## src/rtl/rom_arb_pkg.sv

```systemverilog
// Shared constants and types for the ROM arbiter.
// Latency: n/a (declarations only).
// Backpressure: n/a.
//
// Contents: pipeline depth, maximum requester count, pipeline tag type and
// a one-hot helper used for the grant and read-valid vectors.
package rom_arb_pkg;

    // Edges from request sample to rvalid.
    localparam int ROM_ARB_LATENCY = 3;
    // Widest configuration supported by the 2-bit port tag.
    localparam int MAX_REQ = 4;

    // Tag that travels alongside a ROM access through the pipeline.
    typedef struct packed {
        logic       vld;
        logic [1:0] port;
    } rom_arb_tag_t;

    function automatic logic [MAX_REQ-1:0] port_onehot(input logic [1:0] port);
        return MAX_REQ'(1) << port;
    endfunction

endpackage

```

## src/rtl/rom_arbiter_if.sv

```systemverilog
// Requester-side bus of the ROM arbiter: request levels, addresses, grants, read data.
// Latency: n/a (wiring only).
// Backpressure: none; gnt/rvalid are one-cycle pulses that must be consumed.
//
// Signals: req / req_addr (requesters -> arbiter), gnt / rdata / rvalid
// (arbiter -> requesters). Port k's address is req_addr[k*ADDR_WIDTH +: ADDR_WIDTH].
// Modports: master = requester side, slave = arbiter side.
interface rom_arbiter_if #(
    parameter int ADDR_WIDTH = 14,
    parameter int DATA_WIDTH = 8,
    parameter int NUM_REQ    = 2
);
    logic [NUM_REQ-1:0]            req;
    logic [NUM_REQ*ADDR_WIDTH-1:0] req_addr;
    logic [NUM_REQ-1:0]            gnt;
    logic [DATA_WIDTH-1:0]         rdata;
    logic [NUM_REQ-1:0]            rvalid;

    modport master (output req, output req_addr, input gnt, input rdata, input rvalid);
    modport slave  (input req, input req_addr, output gnt, output rdata, output rvalid);
endinterface

```

## src/rtl/rom_arb_pick.sv

```systemverilog
// Rotating-priority picker: first eligible port at or after the pointer wins.
// Latency: combinational.
// Backpressure: none.
//
// Ports: i_eligible (candidate vector), i_ptr (search start),
//        o_winner (index of winner), o_any (at least one candidate).
module rom_arb_pick
    import rom_arb_pkg::*;
#(
    parameter int NUM_REQ = 2
) (
    input  logic [NUM_REQ-1:0] i_eligible,
    input  logic [1:0]         i_ptr,
    output logic [1:0]         o_winner,
    output logic               o_any
);

    logic [2:0] w_idx;

    // Walk the search order from the far end back to the pointer so that the
    // last hit written is the one closest to the pointer.
    always_comb begin
        o_winner = '0;
        o_any    = 1'b0;
        w_idx    = '0;
        for (int i = NUM_REQ - 1; i >= 0; i--) begin
            w_idx = {1'b0, i_ptr} + 3'(i);
            if (w_idx >= 3'(NUM_REQ)) begin
                w_idx = w_idx - 3'(NUM_REQ);
            end
            for (int k = 0; k < NUM_REQ; k++) begin
                if (w_idx == 3'(k) && i_eligible[k]) begin
                    o_winner = 2'(k);
                    o_any    = 1'b1;
                end
            end
        end
    end

endmodule

```

## src/rtl/rom_arbiter.sv

```systemverilog
// Shares one registered-read ROM among NUM_REQ requesters, one access per clock.
// Latency: request sampled at E0, gnt during E0->E1, rdata/rvalid during E2->E3.
// Backpressure: none; a port is masked for one edge after its grant, rvalid cannot stall.
//
// Ports: clock, reset_n (async, active low); bus (rom_arbiter_if slave:
// req/req_addr in, gnt/rdata/rvalid out); rom_address/rom_enable to the ROM,
// rom_q from the ROM (high-Z when the ROM was not enabled).
// Build option: define ROM_ARB_FIXED_PRIO_EN for fixed priority (lowest index
// wins); otherwise round-robin from a pointer that follows the last winner.
module rom_arbiter
    import rom_arb_pkg::*;
#(
    parameter int ADDR_WIDTH = 14,
    parameter int DATA_WIDTH = 8,
    parameter int NUM_REQ    = 2
) (
    input  logic                  clock,
    input  logic                  reset_n,
    rom_arbiter_if.slave          bus,
    output logic [ADDR_WIDTH-1:0] rom_address,
    output logic                  rom_enable,
    input  logic [DATA_WIDTH-1:0] rom_q
);

    logic [NUM_REQ-1:0]    r_gnt;
    logic [NUM_REQ-1:0]    r_rvalid;
    logic [DATA_WIDTH-1:0] r_rdata;
    logic [ADDR_WIDTH-1:0] r_rom_address;
    logic                  r_rom_enable;
    rom_arb_tag_t          r_arb_tag;   // access presented to the ROM this cycle
    rom_arb_tag_t          r_rom_tag;   // ROM has registered q for this access

    logic [NUM_REQ-1:0]    w_eligible;
    logic [1:0]            w_ptr;
    logic [1:0]            w_winner;
    logic                  w_any;
    logic [ADDR_WIDTH-1:0] w_win_addr;
    logic [MAX_REQ-1:0]    w_win_oh;
    logic [MAX_REQ-1:0]    w_tag_oh;

    // r_gnt is exactly the port granted on the previous edge, so it doubles as
    // the mask that stops a second grant before the requester sees the first.
    assign w_eligible = bus.req & ~r_gnt;

`ifdef ROM_ARB_FIXED_PRIO_EN
    assign w_ptr = 2'd0;
`else
    logic [1:0] r_ptr;

    always_ff @(posedge clock or negedge reset_n) begin
        if (!reset_n) begin
            r_ptr <= 2'd0;
        end else if (w_any) begin
            r_ptr <= (w_winner == 2'(NUM_REQ - 1)) ? 2'd0 : w_winner + 2'd1;
        end
    end

    assign w_ptr = r_ptr;
`endif

    rom_arb_pick #(
        .NUM_REQ (NUM_REQ)
    ) u_pick (
        .i_eligible (w_eligible),
        .i_ptr      (w_ptr),
        .o_winner   (w_winner),
        .o_any      (w_any)
    );

    always_comb begin
        w_win_addr = '0;
        for (int k = 0; k < NUM_REQ; k++) begin
            if (w_winner == 2'(k)) begin
                w_win_addr = bus.req_addr[k*ADDR_WIDTH +: ADDR_WIDTH];
            end
        end
    end

    assign w_win_oh = port_onehot(w_winner);
    assign w_tag_oh = port_onehot(r_rom_tag.port);

    always_ff @(posedge clock or negedge reset_n) begin
        if (!reset_n) begin
            r_gnt         <= '0;
            r_rvalid      <= '0;
            r_rdata       <= '0;
            r_rom_address <= '0;
            r_rom_enable  <= 1'b0;
            r_arb_tag     <= '0;
            r_rom_tag     <= '0;
        end else begin
            // ARB stage
            r_gnt          <= w_any ? w_win_oh[NUM_REQ-1:0] : '0;
            r_rom_enable   <= w_any;
            r_arb_tag.vld  <= w_any;
            r_arb_tag.port <= w_winner;
            if (w_any) begin
                r_rom_address <= w_win_addr;
            end

            // ROM stage: tag tracks the ROM's own output register
            r_rom_tag <= r_arb_tag;

            // CAPTURE stage: rom_q is only meaningful behind a valid tag
            if (r_rom_tag.vld) begin
                r_rdata  <= rom_q;
                r_rvalid <= w_tag_oh[NUM_REQ-1:0];
            end else begin
                r_rvalid <= '0;
            end
        end
    end

    assign bus.gnt     = r_gnt;
    assign bus.rvalid  = r_rvalid;
    assign bus.rdata   = r_rdata;
    assign rom_address = r_rom_address;
    assign rom_enable  = r_rom_enable;

endmodule

```

## src/flat_wrapper.sv

```systemverilog
// flat-port wrapper written by rule: the top's interface ports become plain ports
module rom_arbiter_flat import rom_arb_pkg::*;
#(
    parameter int ADDR_WIDTH = 14,
    parameter int DATA_WIDTH = 8,
    parameter int NUM_REQ    = 2
)
  (clock, reset_n, rom_address, rom_enable, rom_q, bus_req, bus_req_addr, bus_gnt, bus_rdata, bus_rvalid);
  rom_arbiter_if #(.ADDR_WIDTH(ADDR_WIDTH), .DATA_WIDTH(DATA_WIDTH), .NUM_REQ(NUM_REQ)) bus_i ();
  input  logic clock;
  input  logic reset_n;
  output logic [ADDR_WIDTH-1:0] rom_address;
  output logic rom_enable;
  input  logic [DATA_WIDTH-1:0] rom_q;
  input wire logic [$bits(bus_i.req)-1:0] bus_req;
  input wire logic [$bits(bus_i.req_addr)-1:0] bus_req_addr;
  output wire logic [$bits(bus_i.gnt)-1:0] bus_gnt;
  output wire logic [$bits(bus_i.rdata)-1:0] bus_rdata;
  output wire logic [$bits(bus_i.rvalid)-1:0] bus_rvalid;
  assign bus_i.req = bus_req;
  assign bus_i.req_addr = bus_req_addr;
  assign bus_gnt = bus_i.gnt;
  assign bus_rdata = bus_i.rdata;
  assign bus_rvalid = bus_i.rvalid;
  rom_arbiter #(.ADDR_WIDTH(ADDR_WIDTH), .DATA_WIDTH(DATA_WIDTH), .NUM_REQ(NUM_REQ)) u_core (.clock(clock), .reset_n(reset_n), .bus(bus_i), .rom_address(rom_address), .rom_enable(rom_enable), .rom_q(rom_q));
endmodule
```

## config.mk

```make
export PLATFORM = sky130hd
export DESIGN_NAME = rom_arbiter_flat
export DESIGN_NICKNAME = d
export VERILOG_FILES = /design/src/rtl/rom_arb_pkg.sv /design/src/rtl/rom_arbiter_if.sv /design/src/rtl/rom_arb_pick.sv /design/src/rtl/rom_arbiter.sv /design/src/flat_wrapper.sv
export SDC_FILE = /design/constraint.sdc
export NUM_CORES = 1
export LEC_CHECK = 0
export CAP_MARGIN = 40
export CORE_MARGIN = 2
export CORE_UTILIZATION = 38
export DETAILED_ROUTE_END_ITERATION = 6
export GPL_ROUTABILITY_DRIVEN = 0
export PLACE_DENSITY = 0.81
export SLEW_MARGIN = 5
export SYNTH_ARGS = -nofsm -noshare
export SYNTH_HDL_FRONTEND = slang
export SYNTH_SLANG_ARGS = --single-unit
```

## constraint.sdc

```tcl
create_clock -name clock -period 1.5 [get_ports clock]
set_input_delay 0.15 -clock clock [delete_from_list [all_inputs] [get_ports clock]]
set_output_delay 0.15 -clock clock [all_outputs]
set_load 0.005 [all_outputs]
```

==> run_results.csv <==
group,metric,value,unit
run_status,outcome,"finished clean",
grt,antenna_found_initial,0,
worst_setup_path,critical-path-max-stage-delay,0.53,ns
routing,via_density_per_instance,4.95,
grt,gr-total-overflow,0,
power,power.share.switching,0.237,
finish,layout-area-overhead-vs-synth,65.6,%
logic_synthesis,postSynthAreaPerCell,14.9,um2
timing,setup_viol,0,
logic_synthesis,yosys.area.top_type_share,0.613,
grt,grt_pass1_vias,1078,
routing,routed_wirelength,3000,um
power,leakagePower,0.874,nW
timing,fin_tns_setup,0,ns
clocking,cts_hold_buf,0,
worst_setup_path,crit_required,1.35,ns
worst_setup_path,criticalPathCategory,"register to output port",
timing,fin_skew,0.00648,ns
timing,setup_repair_after_global_routing_missed_its_margin,"false",
worst_setup_path,crit_path_end_kind,"output port",
finish,layout-drive-gt1-share,0.185,
die,fp.dieH,61.7,um
worst_setup_path,crit_path_max_fanout,2,
flow_run,maxCapViolations,0,
logic_synthesis,synthesis.nets,125,
timing,tightestPinTransition,0.372,ns
worst_setup_path,cpLargestDelayFamily,"buffers and inverters",
routing,remaining_drc_errors,0,
clocking,cts_tree,"built",
routing,route.vias.total,1019,
grt,grt_start_max_net_pins,32,
routing,drt_first_iter_violations,18,
die,ios,67,
grt,grt_pass1_wl,4740,um
clocking,cts.reportedPaths.clkPinSlew,0.09,ns
clocking,clkLatencyLatePin,0.32,ns
routing,route.layer.met1.wl,1180,um
worst_hold_path,hold_path.class,"primary input to asynchronous set/reset pin",
finish,antenna_cells,0,
placement,port_buffers,66,
clocking,tritoncts.num_buffers,5,
finish,finalNetCount,201,
logic_synthesis,ys_warn_count,0,
timing,timing.final.crit_period,1.40,ns
logic_synthesis,synth-seq-cells,31,
timing,post-route-period-util,0.931,
placement,dp_cells,198,
power,tot_pwr,2.41,mW
routing,dr.pass1.iters,4,
clocking,cts_resized,0,
logic_synthesis,synthCells,85,
power,internal_cell_power,1.84,mW
power,max-vdd-ir-drop,0.000606,V
clocking,clock_path_buffers,2,
worst_setup_path,wp_data_arrival,1.25,ns
routing,drt_antenna_net_count,0,
timing,report.final.hold_viol_count,0,
worst_setup_path,path_buf_inv,1,
power,clock_power_share,0.278,
power,power_frac_comb,0.284,
clocking,cts_root_buffer,"sky130_fd_sc_hd__clkbuf_4",
power,power-per-cell-area,1150,nW/um2
worst_setup_path,path_cells,"clkdlybuf4s50_1",
worst_setup_path,timing.critical_path.slowest_stage_cell,"sky130_fd_sc_hd__clkdlybuf4s50_1",
finish,layoutNonFillerInstCount,206,
clocking,cts_h_tree_lvls,2,
die,fp.coreArea,3100,um2
logic_synthesis,synth_area_leaders,"sky130_fd_sc_hd__dfrtp_1, sky130_fd_sc_hd__a221o_1, sky130_fd_sc_hd__nor3b_1, sky130_fd_sc_hd__mux2_2, sky130_fd_sc_hd__buf_6",
finish,fin_util,0.676,
finish,filler_cell_count,252,
routing,met3_wirelength,231,um
routing,routed_wire_length_per_instance,14.6,um
logic_synthesis,largest_area_contributor_in_the_netlist,"sky130_fd_sc_hd__dfrtp_1",
timing,slew_headroom,0.752,
logic_synthesis,synth.cell_area,1270,um2
routing,top_layer_used,"met4",
die,start_util,0.408,
timing,final_max_slew_viol_count,0,
clocking,numClockSinks,31,
logic_synthesis,synthDistinctLibCells,16,
timing,clock.fmax,0.716,GHz
routing,wl_met2,1530,um
placement,dp_hpwl,2340,um
die,floorplan.die.width,61.7,um
die,num_rows,20,
logic_synthesis,synth-seq-area-share,0.613,
die,design.die.area,3810,um2
worst_setup_path,worstSetupStartpointType,"register",
clocking,cts_setup_buffers,0,
grt,grt_resource_usage_total,0.179,
power,power.sequential.fraction,0.437,
power,power_switching,571,uW
[per-layer routing]
metal  global-route usage  vias up
li1                     -      470
met1                0.191      496
met2                0.311       46
met3               0.0725        7
met4               0.0790        0
met5                    0        -
[through the flow]
stage	setup slack (ns)	area [um2]	hold WS, ns
floorplan	0.193	1270	-0.146
global placement	-0.0511	2010	0.334
detailed placement	-0.100	2010	0.343
CTS	0.0807	2100	0.216
global route	0.0473	2100	0.221
finish	0.104	2100	0.213
[flip-flops by register name, indices dropped and copies added (netlist names)]
register            cells
u_core.rom_address     14
u_core.r_arb_tag        1
u_core.rom_enable       1
u_core.bus.rvalid       2
u_core.r_rom_tag        2
u_core.bus.gnt          2
u_core.bus.rdata        8
u_core.r_ptr            1
[path summary, 6_finish.rpt]
kind	cells after the start	end	start	slack, ns
max in group asynchronous	2	u_core.bus.gnt[1]$_DFF_PN0_	reset_n	1.01
worst min register to register	0	u_core.r_rom_tag[0]$_DFF_PN0_	u_core.r_arb_tag[0]$_DFF_PN0_	0.36
worst max-delay path	1	bus_gnt[1]	u_core.bus.gnt[1]$_DFF_PN0_	0.10
worst max register to register	5	u_core.rom_address[5]$_DFFE_PN0P_	u_core.bus.gnt[0]$_DFF_PN0_	0.18
worst min-delay path	2	u_core.rom_address[1]$_DFFE_PN0P_	reset_n	0.21
min in group clock	0	u_core.r_rom_tag[0]$_DFF_PN0_	u_core.r_arb_tag[0]$_DFF_PN0_	0.36
[power by group through the flow]
| stage | logic [mW] | registers (mW) | clock network, mW |
|---|---|---|---|
| detailed placement | 0.697 | 1.07 | 0 |
| CTS | 0.697 | 1.06 | 0.687 |
| finish | 0.687 | 1.06 | 0.672 |
| global placement | 0.673 | 1.06 | 0 |
| floorplan | 0.256 | 1.06 | 0 |
| global route | 0.745 | 1.07 | 0.740 |
[cell families (layout without fill, tap and decap cells)]
kind of cell    count (synthesis)  in the layout  synth area share
compound gates                 17             17             0.146
mux                             8              8            0.0711
flops                          31             31             0.613
buf+inv                         8             85            0.0494
simple gates                   21             21             0.121
[Yosys cell counts]
| cell type | instances |
|---|---|
| sky130_fd_sc_hd__a21boi_4 | 2 |
| sky130_fd_sc_hd__nor2_1 | 1 |
| sky130_fd_sc_hd__a21boi_0 | 1 |
| sky130_fd_sc_hd__a221o_1 | 14 |
| sky130_fd_sc_hd__or2_2 | 1 |
| sky130_fd_sc_hd__nor3b_1 | 14 |
| sky130_fd_sc_hd__and2_1 | 1 |
| sky130_fd_sc_hd__mux2_2 | 8 |
| sky130_fd_sc_hd__nor3_1 | 1 |
| sky130_fd_sc_hd__clkbuf_1 | 1 |
| sky130_fd_sc_hd__nor2b_4 | 1 |
| sky130_fd_sc_hd__nor2b_1 | 2 |
| sky130_fd_sc_hd__inv_1 | 1 |
| sky130_fd_sc_hd__buf_2 | 2 |
| sky130_fd_sc_hd__buf_6 | 4 |
| sky130_fd_sc_hd__dfrtp_1 | 31 |
[cell type report]
cell class	instances	area, um2	share of cell area
Inverter	1	3.75	0.00179
Timing Repair Buffer	76	748	0.357
Clock inverter	2	35.0	0.0167
Clock buffer	6	51.3	0.0245
Multi-Input combinational cell	46	428	0.204
Tap cell	44	55.1	0.0263
Sequential cell	31	776	0.370
[layout by cell type, fill, tap and decap left out]
cell type	netlist	routed
sky130_fd_sc_hd__clkdlybuf4s50_1	0	66
sky130_fd_sc_hd__dfrtp_1	31	31
sky130_fd_sc_hd__nor3b_1	14	14
sky130_fd_sc_hd__a221o_1	14	14
sky130_fd_sc_hd__buf_4	0	9
sky130_fd_sc_hd__mux2_2	8	8
sky130_fd_sc_hd__clkbuf_4	0	5
sky130_fd_sc_hd__nor2b_1	2	2
sky130_fd_sc_hd__a21boi_4	2	2
sky130_fd_sc_hd__inv_1	1	1
sky130_fd_sc_hd__nor2b_4	1	1
sky130_fd_sc_hd__or2_2	1	1
sky130_fd_sc_hd__a21boi_0	1	1
sky130_fd_sc_hd__and2_1	1	1
sky130_fd_sc_hd__nor3_1	1	1
sky130_fd_sc_hd__nor2_1	1	1
sky130_fd_sc_hd__clkinv_2	0	1
sky130_fd_sc_hd__bufinv_16	0	1
sky130_fd_sc_hd__clkbuf_8	0	1
sky130_fd_sc_hd__buf_12	0	1
No activity file was read; power rests on OpenSTA's default activity.
